[config.mk]
export PLATFORM = sky130hd
export DESIGN_NAME = posicionador_encouracado
export DESIGN_NICKNAME = d
export VERILOG_FILES = /design/src/rtl/posicionador_encouracado.sv
export SDC_FILE = /design/constraint.sdc
export NUM_CORES = 1
export LEC_CHECK = 0
export ABC_AREA = 1
export ABC_CLOCK_PERIOD_IN_PS = 2700
export BUFFER_PORTS_ARGS = -buffer_cell sky130_fd_sc_hd__buf_2
export CAP_MARGIN = 10
export CORE_MARGIN = 3
export CORE_UTILIZATION = 45
export CTS_CLUSTER_SIZE = 12
export DETAILED_ROUTE_END_ITERATION = 8
export GPL_ROUTABILITY_DRIVEN = 0
export PLACE_DENSITY = 0.78
export SLEW_MARGIN = 40
export SYNTH_ARGS = -nofsm -noshare
export SYNTH_HDL_FRONTEND = slang
export SYNTH_SLANG_ARGS = --single-unit
[constraint.sdc]
create_clock -name clk -period 2.7 [get_ports clk]
set_input_delay 0.27 -clock clk [delete_from_list [all_inputs] [get_ports clk]]
set_output_delay 0.27 -clock clk [all_outputs]
set_load 0.01 [all_outputs]
[src/rtl/posicionador_encouracado.sv]
// Placement controller for the 4-cell Encouracado on the 8x8 map.
// ENCOURACADO_OVERLAP_CHECK_EN enables the occupancy check on confirm.
module posicionador_encouracado #(
    parameter logic [3:0] X_INI = 4'd1,
    parameter logic [3:0] Y_INI = 4'd1
) (
    input  logic        clk,
    input  logic        rst_n,
    input  logic        iniciar,
    input  logic        btn_cima,
    input  logic        btn_baixo,
    input  logic        btn_esq,
    input  logic        btn_dir,
    input  logic        btn_girar,
    input  logic        btn_confirma,
    input  logic [63:0] ocupado,
    output logic [63:0] posicoesEmbarcacao,
    output logic        pronto,
    output logic        erro
);

    typedef enum logic [1:0] {IDLE, PLACING, CHECK, DONE} estado_t;

    estado_t    estado;
    logic [3:0] ancX;
    logic [3:0] ancY;
    logic       vertical;
    logic [6:0] btnPrev;

    logic [6:0] btns;
    logic [6:0] ev;
    logic [6:0] acao;
    logic [3:0] cx [4];
    logic [3:0] cy [4];
    logic [3:0] nxtX;
    logic [3:0] nxtY;
    logic       movLegal;
    logic       girLegal;
    logic [63:0] vetor;

    // bit 0 has the highest priority; acao keeps only the lowest set event
    assign btns = {btn_dir, btn_esq, btn_baixo, btn_cima,
                   btn_girar, btn_confirma, iniciar};
    assign ev   = btns & ~btnPrev;
    assign acao = ev & (~ev + 7'd1);

    function automatic logic legal(input logic [3:0] x,
                                   input logic [3:0] y,
                                   input logic       v);
        if (v)
            return (x >= 4'd1) && (x <= 4'd8) && (y >= 4'd1) && (y <= 4'd5);
        else
            return (x >= 4'd1) && (x <= 4'd5) && (y >= 4'd1) && (y <= 4'd8);
    endfunction

    always_comb begin
        for (int i = 0; i < 4; i++) begin
            cx[i] = vertical ? ancX : ancX + 4'(i);
            cy[i] = vertical ? ancY + 4'(i) : ancY;
        end
    end

    always_comb begin
        nxtX = ancX;
        nxtY = ancY;
        unique case (1'b1)
            acao[3]: nxtY = ancY + 4'd1;
            acao[4]: nxtY = ancY - 4'd1;
            acao[5]: nxtX = ancX - 4'd1;
            acao[6]: nxtX = ancX + 4'd1;
            default: ;
        endcase
    end

    assign movLegal = legal(nxtX, nxtY, vertical);
    assign girLegal = legal(ancX, ancY, ~vertical);

    always_comb begin
        vetor = '0;
        if (estado != IDLE) begin
            vetor[0] = (estado == PLACING) || (estado == CHECK);
            vetor[1] = vertical;
            vetor[2] = (estado == DONE);
            for (int i = 0; i < 4; i++) begin
                vetor[3 + 8*i +: 4] = cx[i];
                vetor[7 + 8*i +: 4] = cy[i];
            end
        end
    end

`ifdef ENCOURACADO_OVERLAP_CHECK_EN
    logic hit;

    always_comb begin
        hit = 1'b0;
        for (int i = 0; i < 4; i++)
            hit = hit | ocupado[{cy[i][2:0] - 3'd1, cx[i][2:0] - 3'd1}];
    end
`else
    logic unusedOcupado;

    assign unusedOcupado = ^ocupado;
    assign erro          = 1'b0;
`endif

    always_ff @(posedge clk or negedge rst_n) begin
        if (!rst_n) begin
            estado             <= IDLE;
            ancX               <= X_INI;
            ancY               <= Y_INI;
            vertical           <= 1'b0;
            btnPrev            <= '0;
            posicoesEmbarcacao <= '0;
            pronto             <= 1'b0;
`ifdef ENCOURACADO_OVERLAP_CHECK_EN
            erro               <= 1'b0;
`endif
        end else begin
            btnPrev            <= btns;
            posicoesEmbarcacao <= vetor;
            pronto             <= 1'b0;
`ifdef ENCOURACADO_OVERLAP_CHECK_EN
            erro               <= 1'b0;
`endif
            case (estado)
                IDLE: begin
                    if (acao[0]) begin
                        ancX     <= X_INI;
                        ancY     <= Y_INI;
                        vertical <= 1'b0;
                        estado   <= PLACING;
                    end
                end
                PLACING: begin
                    unique case (1'b1)
                        acao[0]: begin
                            ancX     <= X_INI;
                            ancY     <= Y_INI;
                            vertical <= 1'b0;
                        end
                        acao[1]: estado <= CHECK;
                        acao[2]: begin
                            if (girLegal)
                                vertical <= ~vertical;
                        end
                        acao[3], acao[4], acao[5], acao[6]: begin
                            if (movLegal) begin
                                ancX <= nxtX;
                                ancY <= nxtY;
                            end
                        end
                        default: ;
                    endcase
                end
                CHECK: begin
`ifdef ENCOURACADO_OVERLAP_CHECK_EN
                    if (hit) begin
                        erro   <= 1'b1;
                        estado <= PLACING;
                    end else
`endif
                    begin
                        pronto <= 1'b1;
                        estado <= DONE;
                    end
                end
                DONE: begin
                    if (acao[0]) begin
                        ancX     <= X_INI;
                        ancY     <= Y_INI;
                        vertical <= 1'b0;
                        estado   <= PLACING;
                    end
                end
                default: estado <= IDLE;
            endcase
        end
    end

endmodule

# Yosys cells after proc, flatten, opt, wreduce, memory -nomap -nowiden
# Cells that the tools add are included.
# op_classes
n_addsub	9
n_lt_le_gt_ge	12
n_eq_ne	9
muxes	26
bitwise_logic	5
n_reduce_logical	21
# op_table
cell	count
$pmux 4 s2	6
$mux 4	9
$mux 35	1
$add 4x2->4 const B	4
$ge 4x1->1 const B	4
$le 4x3->1 const B	4
$le 4x4->1 const B	4
$and 7x7->7	2
$not 7->7	2
$logic_and 1x1->1	12
$ne 3x3->1 const B	3
$add 4x1->4 const B	2
$reduce_and 4->1	2
$sub 4x1->4 const B	2
$add 7x1->7 const B	1
$pmux 2 s3	1
$mux 1	5
$eq 2x2->1 const B	2
$mux 2	2
$pmux 1 s2	2
$reduce_bool 2->1	2
$reduce_or 4->1	1
$ne 3x2->1 const B	1
$eq 2x1->1 const B	1
7 further kinds	7
# word_totals
ff_bits	54
inputBits	73
out_inout_bits	66

# Longest topological paths before layout
# logic_depth
ltp_word	14
ltp_mapped	18

# Least setup slack after synthesis
# OpenSTA, ideal clock, no wires.
# synth_path
kind	register -> register
start	register ancX[0]
end	register ancX[2]
setup_time_ps	117
arrival_time_ps	1952
t_required_ps	2583
setup_slack_ps	631
path_stages_with_launch	16
n_path_buf	0
period_less_slack_ps	2069
path_cell_list	dfstp_2 -> inv_1 -> ha_1 -> xnor2_1 -> nand3b_1 -> nand3_1 -> inv_1 -> nand2_1 -> nand2_1 -> nand2_1 -> nor2_2 -> nand2_2 -> nand2_4 -> nand2_4 -> nand2_1 -> nand2_1
# synth_between
elab_chain_len	9
elab_cells_between_ends	18
cone_classes	2 x add/sub; 3 x order compare; 1 x eq/ne; 5 x mux; 7 x reduce/logical
# synth_lines
element	line	rtl
from (decl)	25	logic [3:0] ancX;
from (signal assigned)	148	ancX <= nxtX;
$add 4x1->4 or $sub 4x1->4 (tied branches)	70, 69	
$pmux 4 s2 (*)	66	unique case (1'b1)
$ge 4x1->1 (tied with other cells)	51, 53	
$logic_and 1x1->1 (on tied branches) (3 in series)	53, 51	
$mux 1	50	if (v)
$ne 3x3->1 (no line)	n/a	
$reduce_and 4->1 (no line)	n/a	
# Mark *: on every way between the ends. The rest lies on a longest branch, timed or not. The select of a mux whose other input is x is not followed.
# A chain may end at the register's enable or synchronous reset.

# Final worst setup path
# layout_path
start	register ancX[0]
end	register ancX[3]
# Same word-level chain as after synthesis.

==> impl_metrics.csv <==
group,metric,value,unit
routing,drc,0,
clock_network,holdBufCountCts,0,
power,internal-power,1.82,mW
routing,wl,5630,µm
outcome,violations,"hold timing",
clock_network,cts_buffer_depth,2,
job,cap_violations,0,
timing,rsz0062_at_grt,"no",
clock_network,root_buffer,"clkbuf_8",
global_routing,track_usage,15.4,%
power,pwr-share-clk,16.6,%
die,initial_core_util,46.6,%
global_routing,grt_max_degree,51,
placement,io_buffers,44,
global_routing,grt_pass1_vias,2129,
die,die_area,7630,µm²
power,pwr-share-seq,35.2,%
timing,setup-tns-final,0,ns
die,die_h,87.3,µm
cells_and_area,area_growth_syn_to_layout,9.12,%
worst_setup_path,cp.required,2.90,ns
worst_setup_path,r2r.worst_path.cells,15,
routing,wire_per_inst,11.9,µm
timing,setup_violations,0,
logic_synthesis,synth_ff_type,"dfrtp_1",
timing,timing.slew.headroom,60.5,%
clock_network,cts_sinks,50,
clock_network,numCtsBuffers,5,
logic_synthesis,synth_commonest_cells,"nand2_1, dfrtp_1, buf_4, inv_1, nand3_1",
logic_synthesis,synth_top_area_share,40.4,%
routing,via_per_inst,4.90,
logic_synthesis,netlist_top_cells_area,"dfrtp_1, nand2_1, buf_4",
die,num_rows,29,
power,switching_share,42.5,%
power,pwr-share-comb,48.2,%
cells_and_area,num_antenna_cells,0,
cells_and_area,nNetsFinal,488,
timing,fin_skew,0.00470,ns
logic_synthesis,synth-async-reset-ratio,100,%
die,ios,139,
global_routing,grt_antenna_before_repair,0,
logic_synthesis,postSynthCellCount,356,
placement,dpl.hpwl,4130,µm
worst_hold_path,hold_path.class,"in2async",
clock_network,clkLatencyLatePin,0.30,ns
outcome,status,"complete, but fails checks",
timing,finalHoldViolCount,48,
routing,drtIter0Drc,168,
routing,ant_nets,0,
logic_synthesis,synth_largest_area_cell,"dfrtp_1",
worst_setup_path,cp-endpoint,"ancX[3]$_DFFE_PN0P_",
logic_synthesis,ys_seq_area_share,42.1,%
clock_network,clkTransAtPathRegs,0.08,ns
worst_setup_path,critPathKind,"reg2reg",
clock_network,cts_tree,"built",
logic_synthesis,synth.most_common_cell,"nand2_1",
worst_setup_path,r2r-start,"ancX[0]$_DFFE_PN1P_",
placement,place_inst,466,
worst_setup_path,r2r_end,"ancX[3]$_DFFE_PN0P_",
logic_synthesis,synth_cell_types,32,
logic_synthesis,avgSynthCellArea,8.36,µm²
worst_setup_path,crit_fanout,9,
cells_and_area,layout-drive-gt1-share,21.0,%
clock_network,cts.repair.resized,0,
clock_network,post_cts_buffers,0,
power,powerDensity,973,nW/µm²
logic_synthesis,ys_warn_count,0,
worst_setup_path,cp-startpoint,"ancX[0]$_DFFE_PN1P_",
cells_and_area,fin_util,50.9,%
power,vdd_drop_max,0.523,mV
logic_synthesis,syn_area,2980,µm²
worst_setup_path,endpoint_kind,"flop",
cells_and_area,fin_cells,473,
logic_synthesis,ys_ff_latch,50,
power,switchingPower,1.34,mW
die,core-area,6390,µm²
worst_setup_path,worst_setup_path_start_kind,"flop",
timing,fin_crit_sh,88.6,%
timing,max_freq,0.418,GHz
timing,hold_slack,-0.0230,ns
die,die_x,87.3,µm
worst_setup_path,arrival,2.59,ns
timing,tightest_slew,0.593,ns
timing,period_needed,2.39,ns
routing,drt-pass1-iter-count,4,
worst_setup_path,reg2reg_slack,0.31,ns
power,power.leakage,1.86,nW
global_routing,grt_pass1_wl,9430,µm
routing,vias,2316,
timing,slew_violations,0,
logic_synthesis,synth_edf_count,0,
global_routing,grt-ovfl-total,0,
clock_network,htreeDepth,2,
==> logic make-up (layout without fill, tap and decap cells) <==
family          after synthesis  count (layout)  synth area share [%]
simple gates                166             166                  27.4
buf+inv                      81              92                  14.6
flops                        50              50                  42.1
compound gates               34              34                  6.35
fa+ha+maj                    19              19                  7.99
xor+xnor                      5               5                  1.47
other cells                   1              30                 0.126
==> worst min-delay path by stage <==
| stage | to | cells past startpoint | slack (ns) |
|---|---|---|---|
| after floorplan | ancX[1]$_DFFE_PN0P_ | 0 | -0.03 |
| after global placement | btnPrev[6]$_DFF_PN0_ | 1 | 0.39 |
| after detailed placement | posicoesEmbarcacao[24]$_DFF_PN0_ | 1 | 0.33 |
| after CTS | posicoesEmbarcacao[2]$_DFF_PN0_ | 1 | 0.001 |
| after global routing | posicoesEmbarcacao[2]$_DFF_PN0_ | 1 | 0.03 |
| final | posicoesEmbarcacao[24]$_DFF_PN0_ | 1 | -0.02 |
==> power groups by stage <==
stage / Combinational [mW] / Sequential [mW] / Clock [mW]
CTS: 1.53 / 1.11 / 0.549
finish: 1.52 / 1.11 / 0.525
detailed placement: 1.52 / 1.12 / 0
global placement: 1.48 / 1.12 / 0
global route: 1.74 / 1.14 / 0.573
floorplan: 1.06 / 1.19 / 0
==> worst max-delay path, stage by stage (launching register included) <==
cell and delay (ns):
dfstp_2 0.64, inv_1 0.12, ha_1 0.24, xnor2_1 0.24
nand3b_1 0.14, nand3_1 0.12, inv_1 0.10, nand2_1 0.06
nand2_1 0.06, nand2_1 0.06, nor2_2 0.11, nand2_2 0.07
nand2_4 0.12, nand2_4 0.10, nand2_1 0.07, nand2_1 0.05
==> layout by cell type, fill, tap and decap left out, drive strengths merged, types with 3 or more instances in the layout <==
master and n:
a211oi 4, a21oi 11, a31oi 3, buf 47, clkbuf 6, conb 30
dfrtp 48, ha 19, inv 38, nand2 88, nand3 31, nand3b 3
nand4 4, nor2 36, o21ai 14, xor2 4
==> routing by layer <==
layer,GRT usage [%],vias up,wire [µm]
li1,-,1141,-
met1,18.4,1083,2390
met2,27.0,86,2710
met3,3.97,6,474
met4,4.74,0,53
met5,0,-,0
==> sequential cells by signal, summed over array words and instances (netlist names) <==
name                flops
pronto                  1
vertical                1
ancX                    4
estado                  2
posicoesEmbarcacao     31
ancY                    4
btnPrev                 7
==> stage by stage <==
stage / power (mW) / area [µm²] / setup slack (ns)
finish: 3.16 / 3250 / 0.307
global route: 3.45 / 3250 / 0.116
CTS: 3.19 / 3250 / 0.313
detailed placement: 2.64 / 3140 / 0.351
global placement: 2.60 / 3130 / 0.369
floorplan: 2.25 / 3090 / 0.631
==> area by class of cell <==
| class | count | area, µm² |
|---|---|---|
| clock inverters | 1 | 30.0 |
| inverters | 38 | 143 |
| clock buffers | 6 | 82.6 |
| repair buffers | 47 | 245 |
| fillers | 621 | 3140 |
| multi-input cells | 254 | 1400 |
| flip-flops and latches | 50 | 1250 |
| well taps | 77 | 96.3 |
Note: power is estimated with default switching activity, not from simulation.
